==> src/rtl/piano_uart_pkg.sv <==
// Shared UART framing types and helpers for the piano keyboard link (TX side now, RX later).
package piano_uart_pkg;

  localparam logic START_BIT = 1'b0;
  localparam logic STOP_BIT  = 1'b1;
  localparam int   FRAME_W   = 10;

  typedef enum logic [1:0] {
    IDLE  = 2'd0,
    SHIFT = 2'd1,
    GAP   = 2'd2
  } tx_state_t;

  // Wraps a data byte into a line frame; bit 0 is the first bit on the wire.
  function automatic logic [FRAME_W-1:0] mk_frame(input logic [7:0] d);
    return {STOP_BIT, d, START_BIT};
  endfunction

endpackage

==> src/rtl/baud_tick_gen.sv <==
// Bit-cell timer: counts 0..CLKS_PER_BIT-1 while enabled and flags the terminal count.
module baud_tick_gen #(
  parameter int CLKS_PER_BIT = 5208
) (
  input  logic clk,
  input  logic reset_n,
  input  logic en,
  output logic tick
);

  localparam int CNT_W = (CLKS_PER_BIT > 1) ? $clog2(CLKS_PER_BIT) : 1;
  localparam logic [CNT_W-1:0] TERM = CNT_W'(CLKS_PER_BIT - 1);

  logic [CNT_W-1:0] cnt;

  assign tick = en && (cnt == TERM);

  // Holding the count at zero while disabled aligns the first cell to the enabling edge.
  always_ff @(posedge clk or negedge reset_n) begin
    if (!reset_n) begin
      cnt <= '0;
    end else if (!en || tick) begin
      cnt <= '0;
    end else begin
      cnt <= cnt + CNT_W'(1);
    end
  end

endmodule

==> src/rtl/uart_frame_tx.sv <==
// Serialises pre-framed UART words (start, data, stop) LSB first onto tx, then holds an idle gap.
// Handshake: a frame transfers on a rising edge where ivalid and iready are both high; iready
// is a registered output, ivalid with iready low is ignored and nothing is buffered.
module uart_frame_tx #(
  parameter int CLK_HZ       = 50_000_000,
  parameter int BAUD         = 9600,
  parameter int CLKS_PER_BIT = CLK_HZ / BAUD,
  parameter int FRAME_W      = 10,
  parameter int GAP_BITS     = 1
) (
  input  logic               clk,
  input  logic               reset_n,
  input  logic [FRAME_W-1:0] inputData,
  input  logic               ivalid,
  output logic               iready,
  output logic               tx,
  output logic               tx_done,
  output logic               frame_err,
  output logic [1:0]         dbg_state
);

  import piano_uart_pkg::*;

  localparam int IDX_W = $clog2(FRAME_W + 1);
  localparam int GAP_W = (GAP_BITS > 1) ? $clog2(GAP_BITS) : 1;
  localparam logic [IDX_W-1:0] LAST_IDX = IDX_W'(FRAME_W - 1);
  localparam logic [GAP_W-1:0] LAST_GAP = GAP_W'(GAP_BITS - 1);

  tx_state_t          state, state_nxt;
  logic [FRAME_W-1:0] shreg, shreg_nxt;
  logic [IDX_W-1:0]   bit_idx, bit_idx_nxt;
  logic [GAP_W-1:0]   gap_idx, gap_idx_nxt;
  logic               tx_nxt, iready_nxt, done_nxt, err_nxt;
  logic               tick, frame_ok;

  assign dbg_state = state;
  assign frame_ok  = (inputData[0] == START_BIT) && (inputData[FRAME_W-1] == STOP_BIT);

  baud_tick_gen #(.CLKS_PER_BIT(CLKS_PER_BIT)) u_baud (
    .clk    (clk),
    .reset_n(reset_n),
    .en     (state != IDLE),
    .tick   (tick)
  );

  always_ff @(posedge clk or negedge reset_n) begin
    if (!reset_n) begin
      state     <= IDLE;
      shreg     <= '0;
      bit_idx   <= '0;
      gap_idx   <= '0;
      tx        <= 1'b1;
      iready    <= 1'b1;
      tx_done   <= 1'b0;
      frame_err <= 1'b0;
    end else begin
      state     <= state_nxt;
      shreg     <= shreg_nxt;
      bit_idx   <= bit_idx_nxt;
      gap_idx   <= gap_idx_nxt;
      tx        <= tx_nxt;
      iready    <= iready_nxt;
      tx_done   <= done_nxt;
      frame_err <= err_nxt;
    end
  end

  always_comb begin
    state_nxt   = state;
    shreg_nxt   = shreg;
    bit_idx_nxt = bit_idx;
    gap_idx_nxt = gap_idx;
    tx_nxt      = tx;
    iready_nxt  = iready;
    done_nxt    = 1'b0;
    err_nxt     = 1'b0;
    case (state)
      IDLE: begin
        tx_nxt     = 1'b1;
        iready_nxt = 1'b1;
        if (ivalid && iready) begin
          if (frame_ok) begin
            state_nxt   = SHIFT;
            shreg_nxt   = inputData;
            bit_idx_nxt = '0;
            tx_nxt      = inputData[0];
            iready_nxt  = 1'b0;
          end else begin
            err_nxt = 1'b1;
          end
        end
      end
      SHIFT: begin
        if (tick) begin
          if (bit_idx == LAST_IDX) begin
            tx_nxt      = 1'b1;
            bit_idx_nxt = IDX_W'(FRAME_W);
            gap_idx_nxt = '0;
            if (GAP_BITS == 0) begin
              state_nxt  = IDLE;
              iready_nxt = 1'b1;
              done_nxt   = 1'b1;
            end else begin
              state_nxt = GAP;
            end
          end else begin
            shreg_nxt   = shreg >> 1;
            tx_nxt      = shreg[1];
            bit_idx_nxt = bit_idx + IDX_W'(1);
          end
        end
      end
      GAP: begin
        tx_nxt = 1'b1;
        if (tick) begin
          if (gap_idx == LAST_GAP) begin
            state_nxt  = IDLE;
            iready_nxt = 1'b1;
            done_nxt   = 1'b1;
          end else begin
            gap_idx_nxt = gap_idx + GAP_W'(1);
          end
        end
      end
      default: begin
        state_nxt  = IDLE;
        tx_nxt     = 1'b1;
        iready_nxt = 1'b1;
      end
    endcase
  end

endmodule

==> config.mk <==
export PLATFORM = sky130hd
export DESIGN_NAME = uart_frame_tx
export DESIGN_NICKNAME = d
export VERILOG_FILES = /design/src/rtl/piano_uart_pkg.sv /design/src/rtl/baud_tick_gen.sv /design/src/rtl/uart_frame_tx.sv
export SDC_FILE = /design/constraint.sdc
export NUM_CORES = 1
export LEC_CHECK = 0
export BUFFER_PORTS_ARGS = -buffer_cell sky130_fd_sc_hd__buf_2
export CORE_MARGIN = 2
export CORE_UTILIZATION = 28
export CTS_CLUSTER_DIAMETER = 80
export CTS_CLUSTER_SIZE = 14
export DETAILED_ROUTE_END_ITERATION = 8
export GPL_TIMING_DRIVEN = 1
export PLACE_DENSITY = 0.53
export SYNTH_ARGS = -nofsm -noshare
export SYNTH_HDL_FRONTEND = slang
export SYNTH_HIERARCHICAL = 1
export SYNTH_SLANG_ARGS = --single-unit
export TNS_END_PERCENT = 30
==> constraint.sdc <==
create_clock -name clk -period 4.1 [get_ports clk]
set_input_delay 0 -clock clk [delete_from_list [all_inputs] [get_ports clk]]
set_output_delay 0 -clock clk [all_outputs]
set_load 0.1 [all_outputs]
==> results of run 1 <==
-- power by group --
part           internal (mW)  switching (mW)  leakage (nW)
registers              0.399          0.0689         0.392
clock network          0.149           0.114        0.0503
logic                  0.102           0.201         0.366
total                  0.651           0.384         0.808
-- state kept, by name, indices dropped and copies added (netlist names) --
| register | flops |
|---|---|
| bit_idx | 4 |
| shreg | 9 |
| frame_err | 1 |
| tx_done | 1 |
| u_baud/cnt | 13 |
| dbg_state | 2 |
| tx | 1 |
| iready | 1 |
-- stage by stage --
| step | instance area [um2] | hold slack, ns | cells |
|---|---|---|---|
| after detailed placement | 1735 | 0.1115 | 245 |
| after floorplan | 1589 | -0.2956 | 160 |
| after global placement | 1735 | 0.1071 | 245 |
| final | 1922 | 0.04248 | 261 |
| after CTS | 1922 | 0.03565 | 261 |
| after global routing | 1922 | 0.04955 | 261 |
-- kinds of logic after synthesis --
kind of cell,share of synthesized area [%]
AOI/OAI and AO/OA,15.04
adders and majority gates,2.362
xor gates and xnor gates,1.654
muxes,0.6299
DFF,50.55
and+or+nand+nor,26.22
buffers and inverters,3.543
-- cell usage after synthesis (all sizes together), types with 3 or more instances --
cell / n / area share [%]
dfrtp: 30 / 47
nand2: 22 / 5.2
nor2: 16 / 3.8
a21oi: 10 / 3.1
a31oi: 8 / 3.1
nand3: 7 / 2.2
o21ai: 7 / 2.2
o31ai: 5 / 2.7
inv: 4 / 0.94
o22ai: 4 / 2.4
or3: 4 / 1.6
or4: 4 / 1.9
buf: 3 / 1.9
clkbuf: 3 / 0.71
ha: 3 / 2.4
nand4: 3 / 1.6
-- worst max-delay path, cell delays in order (launching register included) --
cell and delay [ns]:
dfrtp_1 0.44, or4b_1 0.57, nor4_1 0.25, buf_4 0.19, nand3b_1 0.24, o22ai_4 0.41
nor2_1 0.07, a31oi_1 0.16
-- metal layers --
metal,routed length [um],share of wire (%)
met5,0,0
met4,30,0.94
met3,164,5.1
met2,1354,42
met1,1651,52
-- layout make-up --
type / instances / area share, %
Multi-Input combinational cell: 118 / 37.96
Clock buffer: 7 / 5.013
Timing Repair Buffer: 28 / 9.766
Inverter: 4 / 0.7813
Tap cell: 72 / 4.688
Sequential cell: 32 / 41.80
-- how the worst max path moves through the flow --
| stage | from | to | slack (ns) | cells past startpoint |
|---|---|---|---|---|
| 2_1_floorplan | dbg_state[0] | shreg[9] | 1.27 | 6 |
| 3_3_place_gp | u_baud/cnt[9] | shreg[8] | 1.77 | 7 |
| 3_5_place_dp | u_baud/cnt[9] | shreg[5] | 1.73 | 7 |
| 4_1_cts | u_baud/cnt[9] | shreg[8] | 1.70 | 7 |
| 5_1_grt | u_baud/cnt[9] | shreg[5] | 1.52 | 7 |
| 6_report | u_baud/cnt[9] | shreg[8] | 1.69 | 7 |
==> impl_metrics.env, run 1 <==
export IMPL_cts_setup_buffers=0
export IMPL_hold_path_class="input port to flip-flop"
export IMPL_r2r_end="shreg[8]"
export IMPL_maxCapViolations=0
export IMPL_vdd_drop_max_mv=0.2192
export IMPL_hold_end="frame_err"
export IMPL_route_vias_total=1301
export IMPL_viasPerCell=4.985
export IMPL_initial_core_util_pct=28.86
export IMPL_use_met3_pct=3.523
export IMPL_finalClockSkew_ns=0.006303
export IMPL_ys_async_sr_fraction_pct=100.0
export IMPL_slew_viol_final=0
export IMPL_crit_type="flip-flop to flip-flop"
export IMPL_busiest_layer="met1"
export IMPL_final_cell_mix="30 x dfrtp_1, 22 x nand2_1, 18 x buf_2, 16 x nor2_1, 10 x a21oi_1"
export IMPL_clock_latency_ns=0.28
export IMPL_multi_input_area_um2=729.5
export IMPL_layout_drive_gt1_share_pct=18.52
export IMPL_grt_start_max_net_pins=33
export IMPL_worstSetupEndpointType="flip-flop"
export IMPL_worstRegToRegCells=7
export IMPL_r2r_slack_ns=1.69
export IMPL_tns_ns=0
export IMPL_grt_pass1_vias=1167
export IMPL_synthCells=160
export IMPL_antenna_found_initial=0
export IMPL_outcome="completed"
export IMPL_arrival_ns=2.61
export IMPL_min_period_over_period_pct=58.70
export IMPL_use_met2_pct=15.51
export IMPL_regArea_um2=803.3
export IMPL_grt_usage_pct=11.14
export IMPL_crit_required_ns=4.30
export IMPL_clk_pin_slew_ns=0.07
export IMPL_clkSinkCount=32
export IMPL_r2r_start="u_baud/cnt[9]"
export IMPL_ys_warn_count=6
export IMPL_drt_initial_drc_count=80
export IMPL_nFillCells=567
export IMPL_die_area_mm2=0.006294
export IMPL_coreArea_mm2=0.005507
export IMPL_dpl_hpwl_um=2152
export IMPL_num_rows=27
export IMPL_final_core_util_pct=34.90
export IMPL_hold_violations=0
export IMPL_final_common_cell="dfrtp_1"
export IMPL_setup_viol=0
export IMPL_whs_path_depth=3
export IMPL_io_buffers=18
export IMPL_gr_usage_met1_pct=15.60
export IMPL_cts_buffer_depth=2
export IMPL_power_density_mw_per_mm2=538.5
export IMPL_max_freq_mhz=415.5
export IMPL_min_period_ns=2.407
export IMPL_cts_tree="yes"
export IMPL_gp_congestion=0.7385
export IMPL_num_nets_final=205
export IMPL_cp_start_kind="flip-flop"
export IMPL_ys_seq_area_share_pct=50.55
export IMPL_antenna_cells=0
export IMPL_dp_slack_ns=1.732
export IMPL_power_leakage_nw=0.8081
export IMPL_synth_ff_type="dfrtp_1"
export IMPL_drc=0
export IMPL_grt_pass1_wl_um=5430
export IMPL_cts_buffers=5
export IMPL_grt_setup_unrepaired="no"
export IMPL_avgSynthCellArea_um2=9.931
export IMPL_ctsHoldBuffers=9
export IMPL_syn_to_final_growth_pct=20.94
export IMPL_cts_root_buf="clkbuf_8"
export IMPL_yosys_cell_types_count=39
export IMPL_wl_um=3200
export IMPL_ant_nets=0
export IMPL_die_x_um=79.34
export IMPL_crit_path_max_fanout=16
export IMPL_firstDrtPassIters=5
export IMPL_worstMarginPinSlew_ns=0.8406
export IMPL_cts_resized=0
export IMPL_overflow=0
export IMPL_fin_ws_ns=1.693
export IMPL_synth_edf_count=0
export IMPL_htreeDepth=2
export IMPL_netlist_area_mm2=0.001589
export IMPL_wl_per_cell_um=12.26
export IMPL_synth_seq_cells=32
export IMPL_total_power_mw=1.035
export IMPL_maxSlewHeadroom_pct=43.62
export IMPL_fp_dieH_um=79.34
export IMPL_syn_nets=176
export IMPL_min_from="ivalid"
export IMPL_num_io_pins=19
Note: power is estimated with default switching activity, not from simulation.
==> run 2, diff against run 1 <==
clock period = 2.4 ns   (was 4.1 ns; I/O delays follow)
==> run 2 against run 1 <==
Effect of this change: clock-buffer cell count shrank 1; design area is 2.3% higher; maximum frequency up 13%; sequential power grew 72%; sequential share of layout area fell by 0.70 points; setup slack worse by 1.4 ns; cell count increased by 1.5%; register-to-register slack lost 1.4 ns; non-clock buffer count rose by 3; via count is 1.6% lower; hold slack better by 0.0043 ns.
==> impl_metrics.env, run 2 (synthesis results as in run 1) <==
export IMPL_slew_viol_final=0
export IMPL_final_cell_mix="28 x dfrtp_1, 22 x nand2_1, 18 x buf_2, 16 x nor2_1, 10 x a21oi_1"
export IMPL_switchingPower_mw=0.6750
export IMPL_r2r_start="u_baud/cnt[9]"
export IMPL_drc=0
export IMPL_maxCapViolations=0
export IMPL_antenna_found_initial=0
export IMPL_die_area_mm2=0.006294
export IMPL_firstDrtPassIters=4
export IMPL_clkSinkCount=32
export IMPL_maxSlewHeadroom_pct=51.67
export IMPL_vdd_drop_max_mv=0.3351
export IMPL_critPathTopFamily="simple AND/OR/NAND/NOR gates"
export IMPL_crit_required_ns=2.61
export IMPL_hold_violations=0
export IMPL_worstMarginPinSlew_ns=0.7249
export IMPL_final_common_cell="dfrtp_1"
export IMPL_combPwrFrac_pct=29.0
export IMPL_grt_pass1_wl_um=5754
export IMPL_largest_register="u_baud/cnt"
export IMPL_syn_to_final_growth_pct=23.78
export IMPL_clkPwrFrac_pct=27.7
export IMPL_finalClockSkew_ns=0.005203
export IMPL_min_from="ivalid"
export IMPL_internal_power_mw=1.181
export IMPL_initial_core_util_pct=28.86
export IMPL_min_period_over_period_pct=89.08
export IMPL_power_leakage_nw=0.8248
export IMPL_grt_setup_unrepaired="no"
export IMPL_antenna_cells=0
export IMPL_slowest_stage="or4b_1"
export IMPL_grt_pass1_vias=1219
export IMPL_fp_dieH_um=79.34
export IMPL_cts_buffers=5
export IMPL_crit_type="flip-flop to flip-flop"
export IMPL_cts_buffer_depth=2
export IMPL_coreArea_mm2=0.005507
export IMPL_htreeDepth=2
export IMPL_min_period_ns=2.138
export IMPL_tns_ns=0
export IMPL_critPathMaxStageDelay_ns=0.58
export IMPL_die_x_um=79.34
export IMPL_wl_um=3356
export IMPL_num_nets_final=208
export IMPL_dpl_hpwl_um=2229
export IMPL_switching_share_pct=36.37
export IMPL_crit_chain="or4b_1, nor4_2, nand3b_1, o22ai_4, nor2_1, a31oi_1"
export IMPL_arrival_ns=2.35
export IMPL_cts_tree="yes"
export IMPL_layout_drive_gt1_share_pct=21.24
export IMPL_worstSetupEndpointType="flip-flop"
export IMPL_max_freq_mhz=467.7
export IMPL_cp_num_buf_inv=0
export IMPL_grt_usage_pct=11.79
export IMPL_wl_per_cell_um=12.66
export IMPL_io_buffers=18
export IMPL_hold_path_class="input port to flip-flop"
export IMPL_clock_latency_ns=0.29
export IMPL_clk_pin_slew_ns=0.07
export IMPL_power_density_mw_per_mm2=943.6
export IMPL_cts_root_buf="clkbuf_8"
export IMPL_drt_initial_drc_count=87
export IMPL_seqPwrFrac_pct=43.3
export IMPL_num_io_pins=19
export IMPL_ant_nets=0
export IMPL_viasPerCell=4.830
export IMPL_overflow=0
export IMPL_route_vias_total=1280
export IMPL_setup_viol=0
export IMPL_critPathLaunch="u_baud/cnt[9]"
export IMPL_total_power_mw=1.856
export IMPL_crit_path_max_fanout=16
export IMPL_largest_register_ffs=13
export IMPL_cts_setup_buffers=0
export IMPL_num_rows=27
export IMPL_outcome="completed"
export IMPL_cp_start_kind="flip-flop"
export IMPL_reg_top3="u_baud/cnt (13), shreg (9), bit_idx (4)"
export IMPL_grt_start_max_net_pins=33
export IMPL_gp_congestion=0.7694
==> run 2: through the flow <==
step / cells / instance area [um2] / setup WS [ns] / utilization (%) / hold WS, ns
after detailed placement: 248 / 1769 / 0.2783 / 32.13 / 0.1089
final: 265 / 1967 / 0.2621 / 35.72 / 0.04674
after floorplan: 160 / 1600 / 0.09352 / - / -0.2956
after global routing: 265 / 1967 / 0.03456 / 35.72 / 0.04607
after CTS: 265 / 1967 / 0.2518 / 35.72 / 0.03714
after global placement: 248 / 1769 / 0.3089 / 32.13 / 0.1107
==> run 2: layout make-up <==
class	count	area [um2]
clock inverter	2	35.03
multi-input combinational	118	735.7
inverter	4	15.01
sequential	32	808.3
timing repair buffer	31	210.2
fill	583	3540
tap	72	90.09
clock buffer	6	72.57
==> run 2: tightest hold or removal path, cell delays in order <==
cell and delay [ns]:
buf_2 0.11, nand4bb_4 0.13, nor2b_1 0.06
==> run 2: path summary, 6_finish.rpt <==
| check | end | slack [ns] | cells after the start |
|---|---|---|---|
| setup / recovery | shreg[8] | 0.26 | 6 |
| hold / removal | frame_err | 0.05 | 3 |
| setup reg to reg | shreg[8] | 0.26 | 6 |
| hold reg to reg | bit_idx[3] | 0.47 | 1 |
| max in group asynchronous | dbg_state[0] | 1.56 | 2 |
| min in group asynchronous | shreg[7] | 0.31 | 2 |
==> run 2: what timing repair did <==
action / 4_1_cts / 5_1_grt
hold buffers: 9 / 0
gates resized for setup: 0 / 0
endpoints found under the hold margin: 38 / 0
==> run 2: routing by layer <==
layer	wire length (um)	share of wire, %	global-route usage, %	vias to the layer above
met5	0	0	0	-
met2	1441	43	17.03	18
met4	62	1.8	5.690	0
met1	1743	52	16.01	619
met3	108	3.2	3.523	5
li1	-	-	-	638
==> run 2: power by group through the flow <==
stage               sequential, mW  combinational [mW]  clock, mW
finish                       0.803               0.539      0.515
global route                 0.822               0.601      0.560
CTS                          0.802               0.544      0.532
detailed placement           0.813               0.531          0
global placement             0.811               0.526          0
floorplan                    0.911               0.308          0
==> run 3, diff against run 2 <==
CORE_ASPECT_RATIO = 0.9   (was unset)
==> run 3 against run 2 <==
Effect of this change: cell count decreased by 0.75%; power shrank 4.6%; utilization is 0.50 points lower; global-route usage is 0.20 points lower; critical path type unchanged; critical endpoint is now shreg[9].
==> impl_metrics.env, run 3 (synthesis results as in run 1) <==
export IMPL_crit_path_max_fanout=7
export IMPL_worstSetupEndpointType="flip-flop"
export IMPL_grt_setup_unrepaired="no"
export IMPL_whs_path_depth=3
export IMPL_syn_to_final_growth_pct=23.31
export IMPL_outcome="completed"
export IMPL_clkSinkCount=32
export IMPL_worstRegToRegCells=5
export IMPL_design_area_mm2=0.001959
export IMPL_r2r_end="shreg[9]"
export IMPL_worstMarginPinSlew_ns=0.7111
export IMPL_nFillCells=563
export IMPL_dpl_hpwl_um=2272
export IMPL_cts_tree="yes"
export IMPL_arrival_ns=2.42
export IMPL_fp_dieH_um=75.47
export IMPL_power_density_mw_per_mm2=903.9
export IMPL_cts_buffer_depth=2
export IMPL_multi_input_area_um2=735.7
export IMPL_min_period_ns=2.251
export IMPL_grt_pass1_wl_um=5789
export IMPL_num_nets_final=208
export IMPL_initial_core_util_pct=28.57
export IMPL_cts_root_buf="clkbuf_8"
export IMPL_antenna_cells=0
export IMPL_final_core_util_pct=35.22
export IMPL_num_io_pins=19
export IMPL_r2r_slack_ns=0.15
export IMPL_route_vias_total=1279
export IMPL_final_cell_mix="28 x dfrtp_1, 22 x nand2_1, 18 x buf_2, 16 x nor2_1, 10 x a21oi_1"
export IMPL_tns_ns=0
export IMPL_setup_viol=0
export IMPL_hold_end="frame_err"
export IMPL_holdWs_ns=0.04604
export IMPL_num_rows=26
export IMPL_cp_start_kind="flip-flop"
export IMPL_gp_congestion=0.7524
export IMPL_io_buffers=18
export IMPL_power_leakage_nw=0.8191
export IMPL_crit_type="flip-flop to flip-flop"
export IMPL_cts_buffers=5
export IMPL_hold_path_class="input port to flip-flop"
export IMPL_finalClockSkew_ns=0.004137
export IMPL_drc=0
export IMPL_placed_cell_area_mm2=0.001759
export IMPL_antenna_found_initial=0
export IMPL_final_common_cell="dfrtp_1"
export IMPL_dp_slack_ns=0.1138
export IMPL_wl_per_cell_um=12.68
export IMPL_vdd_drop_max_mv=0.3736
export IMPL_crit_required_ns=2.57
export IMPL_r2r_start="u_baud/cnt[9]"
export IMPL_reg_top3="u_baud/cnt (13), shreg (9), bit_idx (4)"
export IMPL_viasPerCell=4.863
export IMPL_hold_violations=0
export IMPL_largest_register="u_baud/cnt"
export IMPL_die_area_mm2=0.006295
export IMPL_die_x_um=83.41
export IMPL_ant_nets=0
export IMPL_maxSlewHeadroom_pct=52.59
export IMPL_clock_latency_ns=0.27
export IMPL_max_freq_mhz=444.2
export IMPL_min_period_over_period_pct=93.80
export IMPL_coreArea_mm2=0.005563
export IMPL_grt_start_max_net_pins=33
export IMPL_grt_pass1_vias=1210
export IMPL_maxCapViolations=0
export IMPL_drt_initial_drc_count=88
export IMPL_wl_um=3334
export IMPL_layout_drive_gt1_share_pct=20.73
export IMPL_grt_usage_pct=11.59
export IMPL_regArea_um2=808.3
export IMPL_slew_viol_final=0
export IMPL_clk_pin_slew_ns=0.07
export IMPL_largest_register_ffs=13
export IMPL_fin_ws_ns=0.1487
export IMPL_htreeDepth=2
export IMPL_overflow=0
export IMPL_min_from="ivalid"
export IMPL_firstDrtPassIters=4
run 3: final cells by class:
class | count | share of cell area [%]
Sequential cell | 32 | 41.25
Multi-Input combinational cell | 118 | 37.55
Timing Repair Buffer | 31 | 11.37
Clock buffer | 8 | 4.598
Tap cell | 70 | 4.470
Inverter | 4 | 0.7663
run 3: how the worst max path moves through the flow:
stage | start | to | slack, ns | cells after the start
CTS | u_baud/cnt[9] | shreg[4] | 0.09 | 6
global placement | u_baud/cnt[7] | shreg[6] | 0.18 | 6
floorplan | dbg_state[1] | shreg[9] | 0.09 | 6
finish | u_baud/cnt[9] | shreg[9] | 0.15 | 5
detailed placement | u_baud/cnt[9] | shreg[4] | 0.11 | 6
global route | u_baud/cnt[9] | shreg[4] | 0.002 | 7
run 3: per-layer routing:
layer / vias up / global-route usage (%) / part of all wire, %
met5: - / 0 / 0
met2: 26 / 16.94 / 42
li1: 638 / - / -
met4: 0 / 4.839 / 1.3
met3: 5 / 2.817 / 3.9
met1: 610 / 16.61 / 52
run 3: worst max-delay path, cell delays in order, from the launching register on:
cell	delay [ns]
dfrtp_1	0.43
or4b_1	0.58
nor4_2	0.30
nand3b_1	0.29
or2_2	0.37
a21o_1	0.18
run 3: power breakdown:
part	internal (mW)	switching (mW)	leakage (nW)
logic	0.191	0.352	0.384
registers	0.685	0.121	0.390
clock network	0.234	0.188	0.0455
run 3: what timing repair did:
action / CTS / global route
setup endpoints to repair: 0 / 8
buffers inserted: 0 / 1
hold buffers: 9 / 0
gates resized for setup: 0 / 0
hold endpoints to repair: 38 / 0
run 3: through the flow:
step	total power, mW	cells
finish	1.771	263
global route	1.895	263
CTS	1.789	262
detailed placement	1.347	245
global placement	1.339	245
floorplan	1.219	160
